===== config.mk =====
export PLATFORM = sky130hd
export DESIGN_NAME = vga_scan_engine_flat
export DESIGN_NICKNAME = d
export VERILOG_FILES = /design/src/rtl/vga_scan_engine_if.sv /design/src/rtl/vga_scan_engine.sv /design/src/flat_wrapper.sv
export SDC_FILE = /design/constraint.sdc
export NUM_CORES = 1
export LEC_CHECK = 0
export ABC_AREA = 0
export CAP_MARGIN = 20
export CORE_MARGIN = 3
export CORE_UTILIZATION = 50
export DETAILED_ROUTE_END_ITERATION = 8
export HOLD_SLACK_MARGIN = 0.08
export PLACE_DENSITY = 0.74
export SYNTH_ARGS = -nofsm -noshare
export SYNTH_HDL_FRONTEND = slang
export SYNTH_SLANG_ARGS = --single-unit
export TNS_END_PERCENT = 5

===== constraint.sdc =====
create_clock -name pix_clk -period 1.9 [get_ports pix_clk]
set_clock_uncertainty 0.2 [all_clocks]
set_input_delay 0.285 -clock pix_clk [delete_from_list [all_inputs] [get_ports pix_clk]]
set_output_delay 0.285 -clock pix_clk [all_outputs]
set_load 0.02 [all_outputs]

===== src/rtl/vga_scan_engine_if.sv =====
// Framebuffer read port: the scan engine is the master, the pixel-domain BRAM/read mux the slave.
interface vga_scan_engine_if #(
    parameter int ADDR_W = 17,
    parameter int DATA_W = 16
);
    logic              rd_en;
    logic [ADDR_W-1:0] rd_addr;
    logic [DATA_W-1:0] rd_data;

    modport master (output rd_en, output rd_addr, input rd_data);
    modport slave  (input rd_en, input rd_addr, output rd_data);
endinterface


===== src/rtl/vga_scan_engine.sv =====
// Raster engine: h/v counters, centred and upscaled framebuffer address generation,
// and a latency-matched sync/DE/RGB output stage.
module vga_scan_engine #(
    parameter int          W_VIS      = 640,
    parameter int          H_VIS      = 480,
    parameter int          H_FP       = 16,
    parameter int          H_SYNC     = 96,
    parameter int          H_BP       = 48,
    parameter int          V_FP       = 10,
    parameter int          V_SYNC     = 2,
    parameter int          V_BP       = 33,
    parameter int          W_FB       = 320,
    parameter int          H_FB       = 240,
    parameter int          SCALE      = 2,
    parameter int          ADDR_W     = 17,
    parameter int          DATA_W     = 16,
    parameter int          RD_LAT     = 1,
    parameter bit          HS_POL     = 1'b0,
    parameter bit          VS_POL     = 1'b0,
    parameter logic [11:0] BORDER_RGB = 12'h000
) (
    input  logic              pix_clk,
    input  logic              prst,
    vga_scan_engine_if.master fb,
    output logic              vga_hsync,
    output logic              vga_vsync,
    output logic              vga_de,
    output logic [11:0]       vga_rgb,
    output logic              vblank_start,
    output logic              frame_toggle
);
    localparam int H_TOT    = W_VIS + H_FP + H_SYNC + H_BP;
    localparam int V_TOT    = H_VIS + V_FP + V_SYNC + V_BP;
    localparam int HW       = $clog2(H_TOT);
    localparam int VW       = $clog2(V_TOT);
    localparam int HX       = HW + 1;
    localparam int VX       = VW + 1;
    localparam int IMG_W    = W_FB * SCALE;
    localparam int IMG_H    = H_FB * SCALE;
    localparam int X_OFF    = (W_VIS - IMG_W) / 2;
    localparam int Y_OFF    = (H_VIS - IMG_H) / 2;
    localparam int HS_START = W_VIS + H_FP;
    localparam int VS_START = H_VIS + V_FP;
    localparam int LAT      = RD_LAT + 2;
    localparam int DEPTH    = LAT - 1;
    localparam int SW       = (SCALE > 1) ? $clog2(SCALE) : 1;

    if (IMG_W > W_VIS || IMG_H > H_VIS ||
        longint'(W_FB) * longint'(H_FB) > (longint'(1) << ADDR_W) ||
        SCALE < 1 || SCALE > 8 || RD_LAT < 1 || RD_LAT > 3 || DATA_W < 12) begin : g_bad_params
        $error("vga_scan_engine: illegal parameter combination");
    end

    if (DATA_W > 12) begin : g_unused_data
        logic unused_rd_bits;
        assign unused_rd_bits = ^fb.rd_data[DATA_W-1:12];
    end

    logic [HW-1:0]     h_reg;
    logic [VW-1:0]     v_reg;
    logic [ADDR_W-1:0] col_reg;
    logic [ADDR_W-1:0] row_base_reg;
    logic [SW-1:0]     col_sub_reg;
    logic [SW-1:0]     row_sub_reg;
    logic              rd_en_reg;
    logic [ADDR_W-1:0] rd_addr_reg;
    logic              vblank_start_reg;
    logic              frame_toggle_reg;

    logic [HX-1:0] h_x;
    logic [VX-1:0] v_x;
    logic          h_last;
    logic          v_last;
    logic          in_x;
    logic          in_y;
    logic          in_img;
    logic          vis;
    logic          hs_act;
    logic          vs_act;
    logic          vblank_hit;
    logic          col_sub_last;
    logic          row_sub_last;

    assign h_x    = {1'b0, h_reg};
    assign v_x    = {1'b0, v_reg};
    assign h_last = (h_reg == HW'(H_TOT - 1));
    assign v_last = (v_reg == VW'(V_TOT - 1));

    // Offset-and-compare windows: the subtraction wraps to a large value below the start,
    // so a single unsigned compare covers both bounds.
    assign in_x   = (h_x - HX'(X_OFF)) < HX'(IMG_W);
    assign in_y   = (v_x - VX'(Y_OFF)) < VX'(IMG_H);
    assign in_img = in_x && in_y;
    assign vis    = (h_x < HX'(W_VIS)) && (v_x < VX'(H_VIS));
    assign hs_act = (h_x - HX'(HS_START)) < HX'(H_SYNC);
    assign vs_act = (v_x - VX'(VS_START)) < VX'(V_SYNC);

    assign vblank_hit   = (h_reg == '0) && (v_reg == VW'(H_VIS));
    assign col_sub_last = (col_sub_reg == SW'(SCALE - 1));
    assign row_sub_last = (row_sub_reg == SW'(SCALE - 1));

    // Raster counters
    always_ff @(posedge pix_clk) begin
        if (prst) begin
            h_reg <= '0;
            v_reg <= '0;
        end else begin
            h_reg <= h_last ? '0 : h_reg + HW'(1);
            if (h_last) begin
                v_reg <= v_last ? '0 : v_reg + VW'(1);
            end
        end
    end

    // Column index steps every SCALE pixels inside the window and is cleared outside it.
    always_ff @(posedge pix_clk) begin
        if (prst) begin
            col_reg     <= '0;
            col_sub_reg <= '0;
        end else if (in_x) begin
            if (col_sub_last) begin
                col_sub_reg <= '0;
                col_reg     <= col_reg + ADDR_W'(1);
            end else begin
                col_sub_reg <= col_sub_reg + SW'(1);
            end
        end else begin
            col_reg     <= '0;
            col_sub_reg <= '0;
        end
    end

    // Row base steps by one framebuffer line every SCALE window lines; rewinds at frame wrap.
    always_ff @(posedge pix_clk) begin
        if (prst) begin
            row_base_reg <= '0;
            row_sub_reg  <= '0;
        end else if (h_last) begin
            if (v_last) begin
                row_base_reg <= '0;
                row_sub_reg  <= '0;
            end else if (in_y) begin
                if (row_sub_last) begin
                    row_sub_reg  <= '0;
                    row_base_reg <= row_base_reg + ADDR_W'(W_FB);
                end else begin
                    row_sub_reg <= row_sub_reg + SW'(1);
                end
            end
        end
    end

    // Read request stage; the address holds its last value outside the window.
    always_ff @(posedge pix_clk) begin
        if (prst) begin
            rd_en_reg   <= 1'b0;
            rd_addr_reg <= '0;
        end else begin
            rd_en_reg <= in_img;
            if (in_img) begin
                rd_addr_reg <= row_base_reg + col_reg;
            end
        end
    end

    assign fb.rd_en   = rd_en_reg;
    assign fb.rd_addr = rd_addr_reg;

    // Frame event taken straight from the counters, ahead of the video pipeline.
    always_ff @(posedge pix_clk) begin
        if (prst) begin
            vblank_start_reg <= 1'b0;
            frame_toggle_reg <= 1'b0;
        end else begin
            vblank_start_reg <= vblank_hit;
            if (vblank_hit) begin
                frame_toggle_reg <= ~frame_toggle_reg;
            end
        end
    end

    assign vblank_start = vblank_start_reg;
    assign frame_toggle = frame_toggle_reg;

    // Control delay line: {vis, in_img, hs_act, vs_act}. Its tail lines up with rd_data.
    logic [DEPTH-1:0][3:0] pipe_reg;
    logic [3:0]            tail;

    always_ff @(posedge pix_clk) begin
        if (prst) begin
            pipe_reg <= '0;
        end else begin
            pipe_reg <= {pipe_reg[DEPTH-2:0], {vis, in_img, hs_act, vs_act}};
        end
    end

    assign tail = pipe_reg[DEPTH-1];

    logic        vga_hsync_reg;
    logic        vga_vsync_reg;
    logic        vga_de_reg;
    logic [11:0] vga_rgb_reg;

    always_ff @(posedge pix_clk) begin
        if (prst) begin
            vga_hsync_reg <= ~HS_POL;
            vga_vsync_reg <= ~VS_POL;
            vga_de_reg    <= 1'b0;
            vga_rgb_reg   <= '0;
        end else begin
            vga_hsync_reg <= tail[1] ? HS_POL : ~HS_POL;
            vga_vsync_reg <= tail[0] ? VS_POL : ~VS_POL;
            vga_de_reg    <= tail[3];
            if (tail[2]) begin
                vga_rgb_reg <= fb.rd_data[11:0];
            end else if (tail[3]) begin
                vga_rgb_reg <= BORDER_RGB;
            end else begin
                vga_rgb_reg <= '0;
            end
        end
    end

    assign vga_hsync = vga_hsync_reg;
    assign vga_vsync = vga_vsync_reg;
    assign vga_de    = vga_de_reg;
    assign vga_rgb   = vga_rgb_reg;
endmodule


===== src/flat_wrapper.sv =====
// flat-port wrapper written by rule: the top's interface ports become plain ports
module vga_scan_engine_flat 
#(
    parameter int          W_VIS      = 640,
    parameter int          H_VIS      = 480,
    parameter int          H_FP       = 16,
    parameter int          H_SYNC     = 96,
    parameter int          H_BP       = 48,
    parameter int          V_FP       = 10,
    parameter int          V_SYNC     = 2,
    parameter int          V_BP       = 33,
    parameter int          W_FB       = 320,
    parameter int          H_FB       = 240,
    parameter int          SCALE      = 2,
    parameter int          ADDR_W     = 17,
    parameter int          DATA_W     = 16,
    parameter int          RD_LAT     = 1,
    parameter bit          HS_POL     = 1'b0,
    parameter bit          VS_POL     = 1'b0,
    parameter logic [11:0] BORDER_RGB = 12'h000
)
  (pix_clk, prst, vga_hsync, vga_vsync, vga_de, vga_rgb, vblank_start, frame_toggle, fb_rd_en, fb_rd_addr, fb_rd_data);
  vga_scan_engine_if #(.ADDR_W(ADDR_W), .DATA_W(DATA_W)) fb_i ();
  input  logic pix_clk;
  input  logic prst;
  output logic vga_hsync;
  output logic vga_vsync;
  output logic vga_de;
  output logic [11:0] vga_rgb;
  output logic vblank_start;
  output logic frame_toggle;
  output wire logic [$bits(fb_i.rd_en)-1:0] fb_rd_en;
  output wire logic [$bits(fb_i.rd_addr)-1:0] fb_rd_addr;
  input wire logic [$bits(fb_i.rd_data)-1:0] fb_rd_data;
  assign fb_rd_en = fb_i.rd_en;
  assign fb_rd_addr = fb_i.rd_addr;
  assign fb_i.rd_data = fb_rd_data;
  vga_scan_engine #(.W_VIS(W_VIS), .H_VIS(H_VIS), .H_FP(H_FP), .H_SYNC(H_SYNC), .H_BP(H_BP), .V_FP(V_FP), .V_SYNC(V_SYNC), .V_BP(V_BP), .W_FB(W_FB), .H_FB(H_FB), .SCALE(SCALE), .ADDR_W(ADDR_W), .DATA_W(DATA_W), .RD_LAT(RD_LAT), .HS_POL(HS_POL), .VS_POL(VS_POL), .BORDER_RGB(BORDER_RGB)) u_core (.pix_clk(pix_clk), .prst(prst), .fb(fb_i), .vga_hsync(vga_hsync), .vga_vsync(vga_vsync), .vga_de(vga_de), .vga_rgb(vga_rgb), .vblank_start(vblank_start), .frame_toggle(frame_toggle));
endmodule

==> Word-level counts from Yosys, hierarchy flattened <==
Index checks and enable logic that the tools add are counted.
{ "totals": {"in_bits": 18, "output_inout_bits": 35, "register_bits": 97} }
{ "op_classes": {"n_lt_le_gt_ge": 4, "n_bitwise": 3, "reduce_logical": 11, "mux": 9, "add_sub_neg": 9, "eq_ne": 3} }
{ "ops": {"columns": ["operator", "count"], "rows": [
  ["2-to-1 mux 17 bit", 3],
  ["adder 10 x 1 -> 10 bit, second input constant", 2],
  ["== test 10 bit, second input constant", 2],
  ["adder 17 x 1 -> 17 bit, second input constant", 1],
  ["adder 17 bit", 1],
  ["adder 17 x 9 -> 17 bit, second input constant", 1],
  ["less-than comparator 11 x 2 -> 1 bit, second input constant", 1],
  ["less-than comparator 11 x 7 -> 1 bit, second input constant", 1],
  ["subtractor 10 x 10 -> 11 bit, second input constant", 1],
  ["subtractor 10 x 9 -> 11 bit, second input constant", 1],
  ["== test 10 x 9 -> 1 bit, second input constant", 1],
  ["logical NOT 10 bit", 1],
  ["less-than comparator 10 bit, second input constant", 1],
  ["less-than comparator 10 x 9 -> 1 bit, second input constant", 1],
  ["2-to-1 mux 10 bit", 1],
  ["OR reduction 2 bit", 3],
  ["2-to-1 mux 1 bit", 5],
  ["nonzero test 2 bit", 2],
  ["NOT 1 bit", 3],
  ["AND reduction 3 bit", 1],
  ["OR reduction 3 bit", 1],
  ["adder 1 bit, second input constant", 2],
  ["logical AND 1 bit", 2],
  ["AND reduction 2 bit", 1]
]} }

==> Longest topological paths before layout <==
{ "logic_depth": {"depth_word": 4, "depth_mapped": 8, "ltp_nobuf": 7} }

==> Least setup slack after synthesis <==
Ideal clock, no wire load.
{ "synth_path": {"path_type": "register to register", "from": "register u_core.row_base_reg[7]", "to": "register u_core.rd_addr_reg[14] (netlist: u_core.fb.rd_addr[14])", "n_path_buf": 0, "setup_ns": 0.117, "required_time_ns": 1.583, "path_stages_with_launch": 7, "slack_ns": -0.150, "t_arrival_ns": 1.732, "path_cell_list": "dfxtp_1 > ha_1 > a21oi_1 > o211a_1 > a211oi_1 > or3_1 > a32o_1"} }
{ "synth_via": {"elab_chain_cells": 1} }
{ "synth_lines": {"columns": ["item", "line", "text"], "rows": [
  ["from (decl)", "vga_scan_engine.sv:62", "logic [ADDR_W-1:0] row_base_reg;"],
  ["from (signal assigned)", "vga_scan_engine.sv:145", "row_base_reg <= row_base_reg + ADDR_W'(W_FB);"],
  ["adder 17 bit", "vga_scan_engine.sv:161", "rd_addr_reg <= row_base_reg + col_reg;"],
  ["to (signal assigned)", "vga_scan_engine.sv:161", null],
  ["to (decl)", "vga_scan_engine.sv:66", "logic [ADDR_W-1:0] rd_addr_reg;"]
]} }
Every way passes these cells.
A chain may end at the register's enable or synchronous reset.

==> Worst setup path after layout <==
{ "layout_path": {"from": "register u_core.row_base_reg[9]", "to": "register u_core.rd_addr_reg[16] (netlist: u_core.fb.rd_addr[16])"} }
Same word-level chain as after synthesis.

==> results <==
metrics by stage:
stage                     setup slack, ps  TNS [ps]  util, %
after floorplan                    -27.60    -59.79        -
final                              -74.60    -158.4    71.62
after global placement             -57.64    -153.5    65.66
after CTS                          -65.77    -270.8    69.95
after global routing               -134.0    -879.8    71.62
after detailed placement           -110.7    -786.5    65.66
cell usage after synthesis, types with 2 or more instances:
library cell  instances  share of area [%]
nor3_1                7               0.86
and4_1                4               0.86
buf_6                 3               0.83
a211o_1               2               0.43
a21o_1                3               0.55
clkbuf_1             13                1.2
and2_1               13                2.0
a2111oi_2             2               0.74
nand2b_1              5               0.77
nand3_1              15                1.8
inv_1                11                1.0
dfxtp_1              90                 44
ha_1                 20                6.1
nor2b_1               4               0.61
buf_2                 4               0.49
o211a_1               2               0.49
or3_1                 9                1.4
mux2i_1               2               0.49
o21ai_0              15                1.8
nor3b_1               3               0.55
xor2_1               25                5.4
xnor2_1              17                3.6
o21a_1                2               0.37
nand4_1              15                2.3
nor2_1               58                5.3
a211oi_1              4               0.74
nor4_1                3               0.46
nor4bb_1              3               0.74
a21oi_1              32                3.9
nand2_1              42                3.9
o211ai_1              2               0.37
and3_1               10                1.5
cells by family after synthesis:
family	count (synthesis)	synth area share [%]
AOI/OAI and AO/OA	74	11.87
muxes	3	0.7666
and+or+nand+nor	197	24.44
adders and majority gates	20	6.133
DFF	90	44.16
buffers and inverters	32	3.618
xor gates and xnor gates	42	9.016
placed cells by master (no fill, tap or decap), types with 15 or more instances in the layout:
cell / synthesis / final
a21oi_1: 32 / 28
buf_4: 0 / 67
clkdlybuf4s50_1: 0 / 48
dfxtp_1: 90 / 75
dfxtp_2: 0 / 15
nand2_1: 42 / 41
nand3_1: 15 / 15
nand4_1: 15 / 15
nor2_1: 58 / 58
xnor2_1: 17 / 16
xor2_1: 25 / 25
per-layer routing:
metal	vias up	global-route usage [%]
met5	-	0
met4	0	11.45
met3	26	4.848
met2	125	34.68
met1	1660	26.20
li1	1807	-
critical path: stages, from the launching register on:
cell and delay (ps):
dfxtp_2 350, ha_4 300, nand2_2 60, o211a_1 290, o31ai_2 240, mux2_4 330
o2bb2ai_2 110
worst min path at each step:
stage | start | endpoint | slack [ps] | cells after the start
floorplan | u_core.tail[1] | u_core.vga_hsync | 160 | 1
global placement | u_core.tail[0] | u_core.vga_vsync | 160 | 1
detailed placement | u_core.tail[0] | u_core.vga_vsync | 160 | 1
CTS | u_core.tail[0] | u_core.vga_vsync | 180 | 1
global route | u_core.tail[1] | u_core.vga_hsync | 200 | 1
finish | u_core.tail[0] | u_core.vga_vsync | 180 | 1
area by class of cell:
| type | count | area (um^2) | share of cell area (%) |
|---|---|---|---|
| clock inverter | 6 | 90.09 | 1.611 |
| clock buffer | 10 | 137.6 | 2.461 |
| multi-input combinational | 336 | 2351 | 42.05 |
| sequential | 90 | 1821 | 32.56 |
| inverter | 11 | 41.29 | 0.7384 |
| timing repair buffer | 117 | 1023 | 18.30 |
| tap | 102 | 127.6 | 2.282 |
power by group through the flow:
stage	logic (mW)	clock network, mW	registers [mW]
after floorplan	0.0576	0	1.98
after global placement	0.156	0	1.96
after detailed placement	0.160	0	1.97
after CTS	0.161	1.50	1.92
after global routing	0.176	1.56	1.92
final	0.162	1.46	1.92
repair_timing:
action / CTS / global route
setup endpoints to repair: 24 / 28
gates resized for setup: 20 / 29
hold buffers: 0 / 0
setup buffers: 4 / 3
pin swaps: 10 / 13
==> results by group <==
Status
  • Outcome: finished with violations
  • Failing checks: setup timing

Power
  • Comb pwr share: 4.6%
  • Pwr per Cell Area: about 630 mW/mm^2
  • Internal power: 2.772 mW
  • Seq pwr share: 54.2%
  • Leak: approximately 2.2 nW
  • Total power: 3.546 mW
  • Sw Ratio: 21.83%
  • P_sw: 0.7738 mW
  • Peak VDD IR: 0.4482 mV
  • Clock power frac: between 40% and 50%

Global route
  • Vias in the first global route: between 3000 and 4000
  • Initial antenna violation count: 0
  • GRT Residual Overflow: 0
  • Gr usage total: 21.35%
  • Largest net degree at the start of global routing: 24
  • Global-route wire length before repair: 15500 um

Synthesis
  • Asr flop ratio synth: 0%
  • Syn Std Cell Area: 0.004080 mm^2
  • Sequential element share of the synthesized area: approximately 44%
  • Ys flop type: dfxtp_1
  • Avg Inst Size Synth: between 8 and 9 um^2
  • Yosys warnings: 0
  • Count of cell types in the netlist: 50
  • Number of synthesized flops with an enable pin: 0
  • Yosys reg bits: 90
  • Cells after synthesis: between 400 and 500
  • Syn Nets: 496

Setup path
  • CP max FO: 4
  • CP Capture Point: u_core.fb.rd_addr[16]
  • R2R depth: 6
  • Worst r2r src: u_core.row_base_reg[9]
  • Worst flop-to-flop path endpoint: u_core.fb.rd_addr[16]
  • Critical Path End Type: register
  • Worst Setup SP: u_core.row_base_reg[9]
  • Kind of critical path: register to register
  • Worst path arrival time: 2030 ps
  • Type of origin of the critical path: register
  • Critical Path RT: between 1500 and 2000 ps
  • Reg-to-reg slack, setup: -70 ps

Clock tree
  • Worst skew pair latency: around 360 ps
  • # clock sinks: 90
  • Clock transition at path regs: about 90 ps
  • Root buffer cell: clkbuf_8
  • TritonCTS clock tree: done
  • H-tree Lvls: 3
  • CTS Buffer Depth: 2
  • TritonCTS Buffers: 9

Final layout
  • Fin nets: about 600
  • Antenna Cells: 0
  • Fin cells: 672
  • Area grow syn2layout: 37.04%
  • Share of cells above drive strength 1: 24.21%
  • Fill cell count: 597
  • Final Instance Area: approximately 0.0056 mm^2

Timing
  • Final Hold Fails: 0
  • Fmax: 0.5064 GHz
  • Final period util: 103.9%
  • Max Transition Viols Final: 0
  • Worst Max-Slew Pin Slew: 570.4 ps
  • Worst hold margin: 182.7 ps
  • Post-layout minimum cycle time: between 1500 and 2000 ps
  • Final setup fails: 3
  • RSZ-0062 raised after global routing: true
  • Slew margin rel.: 61.90%
  • Worst setup margin: -74.60 ps

Routing
  • Total wire length: 9626 um
  • Routed Antenna Nets: 0
  • Met1 Wirelength: 4210 um
  • Met3 wire length: 611 um
  • Top Metal Used: met4
  • DRC viols: 0
  • Post-DR vias/cell: 5.384
  • Routed len/inst: 14.32 um
  • Metal2 WL: approximately 4500 um
  • First-pass detailed-route iteration total: 6
  • DR vias: 3618
  • Iteration-0 DRC Markers: 182

Die
  • Chip Width: around 96 um
  • DIE HEIGHT: 96.34 um
  • Initial Util: 52.26%
  • Core Area: ~0.0078 mm^2
  • Die ar.: 0.009280 mm^2
  • # IOs: 53
  • FP Rows: 32

Placement
  • Hpwl dp: 6656 um
  • I/O Buffers: between 40 and 50
  • Routability Congestion: 0.9086
  • DP Area: 0.005126 mm^2
  • Dpl cells: 649

Min path
  • Hold Path Class: register to register

Job
  • MaxCap Viol Count: 0
Note: power is estimated with default switching activity, not from simulation.
==> RTL change 1 (same flow settings) <==
`V_SYNC` is set to 2 in 2 places; all go to 8.
--- a/src/rtl/vga_scan_engine.sv
+++ b/src/rtl/vga_scan_engine.sv
@@ -8,5 +8,5 @@
     parameter int          H_BP       = 48,
     parameter int          V_FP       = 10,
-    parameter int          V_SYNC     = 2,
+    parameter int          V_SYNC     = 8,
     parameter int          V_BP       = 33,
     parameter int          W_FB       = 320,
--- a/src/flat_wrapper.sv
+++ b/src/flat_wrapper.sv
@@ -8,5 +8,5 @@
     parameter int          H_BP       = 48,
     parameter int          V_FP       = 10,
-    parameter int          V_SYNC     = 2,
+    parameter int          V_SYNC     = 8,
     parameter int          V_BP       = 33,
     parameter int          W_FB       = 320,
Check against the original RTL: same outputs for any inputs over 10 cycles, from zero or initial values and one cycle with prst high; that may be too few to reach the edited logic, so the function may still have changed.
==> RTL change 1 against the unedited design <==
Cell area shrank 1.5%; non-clock buffer count increased by 6; the run still ends with negative setup slack left; sequential cell count unchanged; power is 1.4% lower; cell count down 0.15%; wire length decreased by 6.5%; via count shrank 3.8%; area after synthesis decreased by 0.18%; synthesized cell count fell by 1.5%; clock power decreased by 3%; worst setup slack got worse by 120 ps; core utilization down 1.1 points; largest power group unchanged.
==> RTL change 1: results (changes against the unedited design) <==
| Metric | Value |
|---|---|
| Post-synth top cells | dfxtp_1, nor2_1, nand2_1 |
| Post-synthesis sequential area ratio | 44.2% (+0.081 points) |
| # resized after CTS | 13 (-35%) |
| Final setup fails | 12 (+9) |
| Warnings, synthesis | 0 (unchanged) |
| Status | complete, but fails checks |
| Hold depth | 1 (unchanged) |
| CP max stage delay | 380 ps (+30 ps) |
| Final WL | 9000 µm (-6.5%) |
| DR iter-0 viols | 175 (-3.8%) |
| FFs w/ async S/R, synth | 0% (unchanged) |
| Setup tns final | -1050 ps (-887 ps) |
| Crit path max fanout | 2 (-2) |
| Tot GR Track Use | 20.8% (-0.54 points) |
| Area contributors post-synth | dfxtp_1, xor2_1, ha_1, nor2_1, nand2_1 |
| Layout fillers | 601 (+0.67%) |
| Hold Violations, Final | 0 (unchanged) |
| Layout Nets | 603 (unchanged) |
| Dpl hpwl | 6630 µm (-0.41%) |
| Antenna Cells | 0 (unchanged) |
| Worst Setup Slack, final | -195 ps (-120 ps) |
| R2R depth | 6 (unchanged) |
| Number of global-route vias before repair | 3,366 (-1.3%) |
| Top FF cell, synth | dfxtp_1 |
| Max IR drop VDD | 0.000496 V (+11%) |
| PortBufs | 48 (unchanged) |
| Pleak | 2.31 nW (+5.9%) |
| Largest net degree at the start of global routing | 32 (+33%) |
| Delay-heaviest family, CP | compound AO/OA/AOI/OAI gates |
| Share of cells above drive strength 1 | 21.1% (-3.1 points) |
| Failing checks | negative setup slack |
| First-pass GRT wire length | 15,400 µm (-0.67%) |
| Setup bufs post-CTS | 2 (-2) |
| Arr. time, crit path | 2130 ps (+100 ps) |
| Drt first pass iters | 4 (-2) |
| CP max-delay cell | or4_1 |
| RePlAce Congestion | 0.830 (-8.7%) |
| Worst rel slew slack | 62.7% (+0.76 points) |
| Via count | 3,481 (-3.8%) |
| Netlist cell types | 48 (-4.0%) |
| Net Count, Synth | 490 (-1.2%) |
## RTL change 1: metrics by stage
stage          cells  utilization, %  instance area (µm²)  hold slack [ps]  worst slack [ps]
2_1_floorplan    451               -                 4110              156              -237
5_1_grt          671            70.5                 5510              211              -270
3_5_place_dp     653            66.5                 5190              162              -254
4_1_cts          671            70.1                 5480              183              -177
6_report         671            70.5                 5510              180              -195
3_3_place_gp     653            66.5                 5190              165              -216
## RTL change 1: cell type report
class	count	area, µm²	share of cell area [%]
Inverter	10	37.5	0.682
Clock inverter	7	92.6	1.68
Timing Repair Buffer	123	1080	19.5
Tap cell	102	128	2.32
Sequential cell	90	1810	32.9
Multi-Input combinational cell	330	2240	40.7
Clock buffer	9	124	2.25
## RTL change 1: cell families after synthesis
family	count (synthesis)	synth area share (%)
xor gates and xnor gates	45	9.68
AOI/OAI and AO/OA	58	9.12
muxes	2	0.492
buffers and inverters	31	3.10
and+or+nand+nor	204	26.9
DFF	90	44.2
adders and majority gates	21	6.45
## RTL change 1: final timing paths
kind	start	end	slack, ps
hold reg to reg	u_core.tail[1]	u_core.vga_hsync	180
hold / removal	u_core.tail[1]	u_core.vga_hsync	180
setup / recovery	u_core.row_base_reg[7]	u_core.fb.rd_addr[14]	-190
setup reg to reg	u_core.row_base_reg[7]	u_core.fb.rd_addr[14]	-190
## RTL change 1: where the power goes
group          total, W  switching [W]  internal, W
Sequential      0.00192      0.0000153      0.00191
Combinational  0.000165      0.0000768    0.0000883
Clock           0.00141       0.000667     0.000741
## RTL change 1: metal layers
layer	track usage, %	part of all wire, %	routed length, µm	vias to the layer above
met2	33.4	46	4110	78
met4	5.69	1.2	104	0
met1	28.6	48	4310	1599
met5	0	0	0	-
li1	-	-	-	1794
met3	3.91	5.2	471	10
==> RTL change 2 (same settings) <==
Without the edit above. Take the reset off `h_reg` and load it in a clocked block of its own.
--- a/src/rtl/vga_scan_engine.sv
+++ b/src/rtl/vga_scan_engine.sv
@@ -103,12 +103,14 @@
     always_ff @(posedge pix_clk) begin
         if (prst) begin
-            h_reg <= '0;
             v_reg <= '0;
         end else begin
-            h_reg <= h_last ? '0 : h_reg + HW'(1);
             if (h_last) begin
                 v_reg <= v_last ? '0 : v_reg + VW'(1);
             end
         end
+    end
+
+    always_ff @(posedge pix_clk) begin
+        h_reg <= h_last ? '0 : h_reg + HW'(1);
     end
 
Behaviour: no difference found for any inputs over 10 cycles, from zero or initial values and one cycle with prst high; that may be too few to reach the edited logic, so the function may still have changed.
==> RTL change 2 against the unedited design <==
The flow still finishes with violations (negative setup slack); sequential cell count is the same; cell area grew 0.54%; wire length grew 1.9%; first-iteration DRC count shrank 10%; sequential share of layout area shrank 0.17 points; synthesized cell count shrank 2.8%; worst setup slack lost 190 ps; non-clock buffer count grew 10; area after synthesis shrank 1.4%; critical path type unchanged; largest cell class unchanged.
Power is not compared: it rests on default switching activity, and its combinational part moved more than twofold at a synthesized area within 25%.
==> RTL change 2: results (changes against the unedited design) <==
| Metric | Value |
|---|---|
| Status | complete, but fails checks |
| Failing checks | negative setup slack |
| Share of cells above drive strength 1 | 26.0% (+1.8 points) |
| Layout Utilization | 72.4% (+0.76 points) |
| PortBufs | 48 (unchanged) |
| Mapped Avg Cell Area | 9.04 µm² (+1.4%) |
| Drt first pass iters | 4 (-2) |
| Area contributors post-synth | dfxtp_1, ha_1, xor2_1, nor2_1, xnor2_1 |
| Worst rel slew slack | 60.5% (-1.4 points) |
| Final setup fails | 24 (+21) |
| Cell total after placement | 653 (+0.62%) |
| Footprint of the multi-input gates | 0.00232 mm² (-1.2%) |
| Layout Nets | 602 (-0.17%) |
| Worst Setup Slack, final | -260 ps (-185 ps) |
| Setup bufs post-CTS | 0 (-4) |
| Non-CTS inverters | 12 (+1) |
| Post-synthesis adder-cell area fraction | 6.22% (+0.090 points) |
| Dpl hpwl | 7110 µm (+6.8%) |
| Net Count, Synth | 483 (-2.6%) |
| Placement Setup Slack | -325 ps (-214 ps) |
| Layout fillers | 552 (-7.5%) |
| Tot GR Track Use | 22.5% (+1.2 points) |
| Multi-input gates | 324 (-3.6%) |
| RePlAce Congestion | 0.871 (-4.1%) |
| DR iter-0 viols | 163 (-10%) |
| Netlist cell types | 61 (+22%) |
| Largest net degree at the start of global routing | 19 (-21%) |
| Setup tns final | -2100 ps (-1940 ps) |
| CP max stage delay | 540 ps (+190 ps) |
| Non-clk bufs | 127 (+8.5%) |
| Post-Synth XOR/XNOR Area | 8.49% (-0.52 points) |
| Worst Setup SP | u_core.col_reg[7] |
| Area fraction in compound gates after synthesis | 12.4% (+0.52 points) |
| Die area | 0.00915 mm² (-1.4%) |
| Sequential cell area share | 32.4% (-0.17 points) |
| Number of global-route vias before repair | 3,497 (+2.6%) |
| CP max-delay cell | or4b_1 |
| Detailed-route wire length per cell | 14.6 µm (+2.1%) |
| Crit path max fanout | 2 (-2) |
| Post-synth top cells | dfxtp_1, nor2_1, nand2_1 |
| First-pass GRT wire length | 16,200 µm (+4.5%) |
| Post-synthesis sequential area ratio | 44.8% (+0.65 points) |
| Final sequential cell count | 90 (unchanged) |
-- RTL change 2: report_power, final --
part	internal [W]	total (W)	switching [W]
clock network	0.000508	0.00129	0.000778
registers	0.00189	0.00189	0.00000122
logic	0.0000458	0.0000748	0.0000291
total	0.00244	0.00325	0.000808
-- RTL change 2: layer usage --
| metal | vias to the layer above | global-route usage [%] | routed length [µm] |
|---|---|---|---|
| met5 | - | 0 | 0 |
| met4 | 0 | 7.58 | 152 |
| met3 | 15 | 4.42 | 370 |
| met2 | 75 | 38.3 | 4900 |
| met1 | 1702 | 28.4 | 4390 |
| li1 | 1793 | - | - |
-- RTL change 2: worst min path at each step --
stage,endpoint,slack [ps]
4_1_cts,u_core.vga_vsync,190
6_report,u_core.vga_vsync,180
3_5_place_dp,u_core.vga_vsync,160
5_1_grt,u_core.vga_vsync,200
3_3_place_gp,u_core.vga_hsync,160
2_1_floorplan,u_core.vga_hsync,160
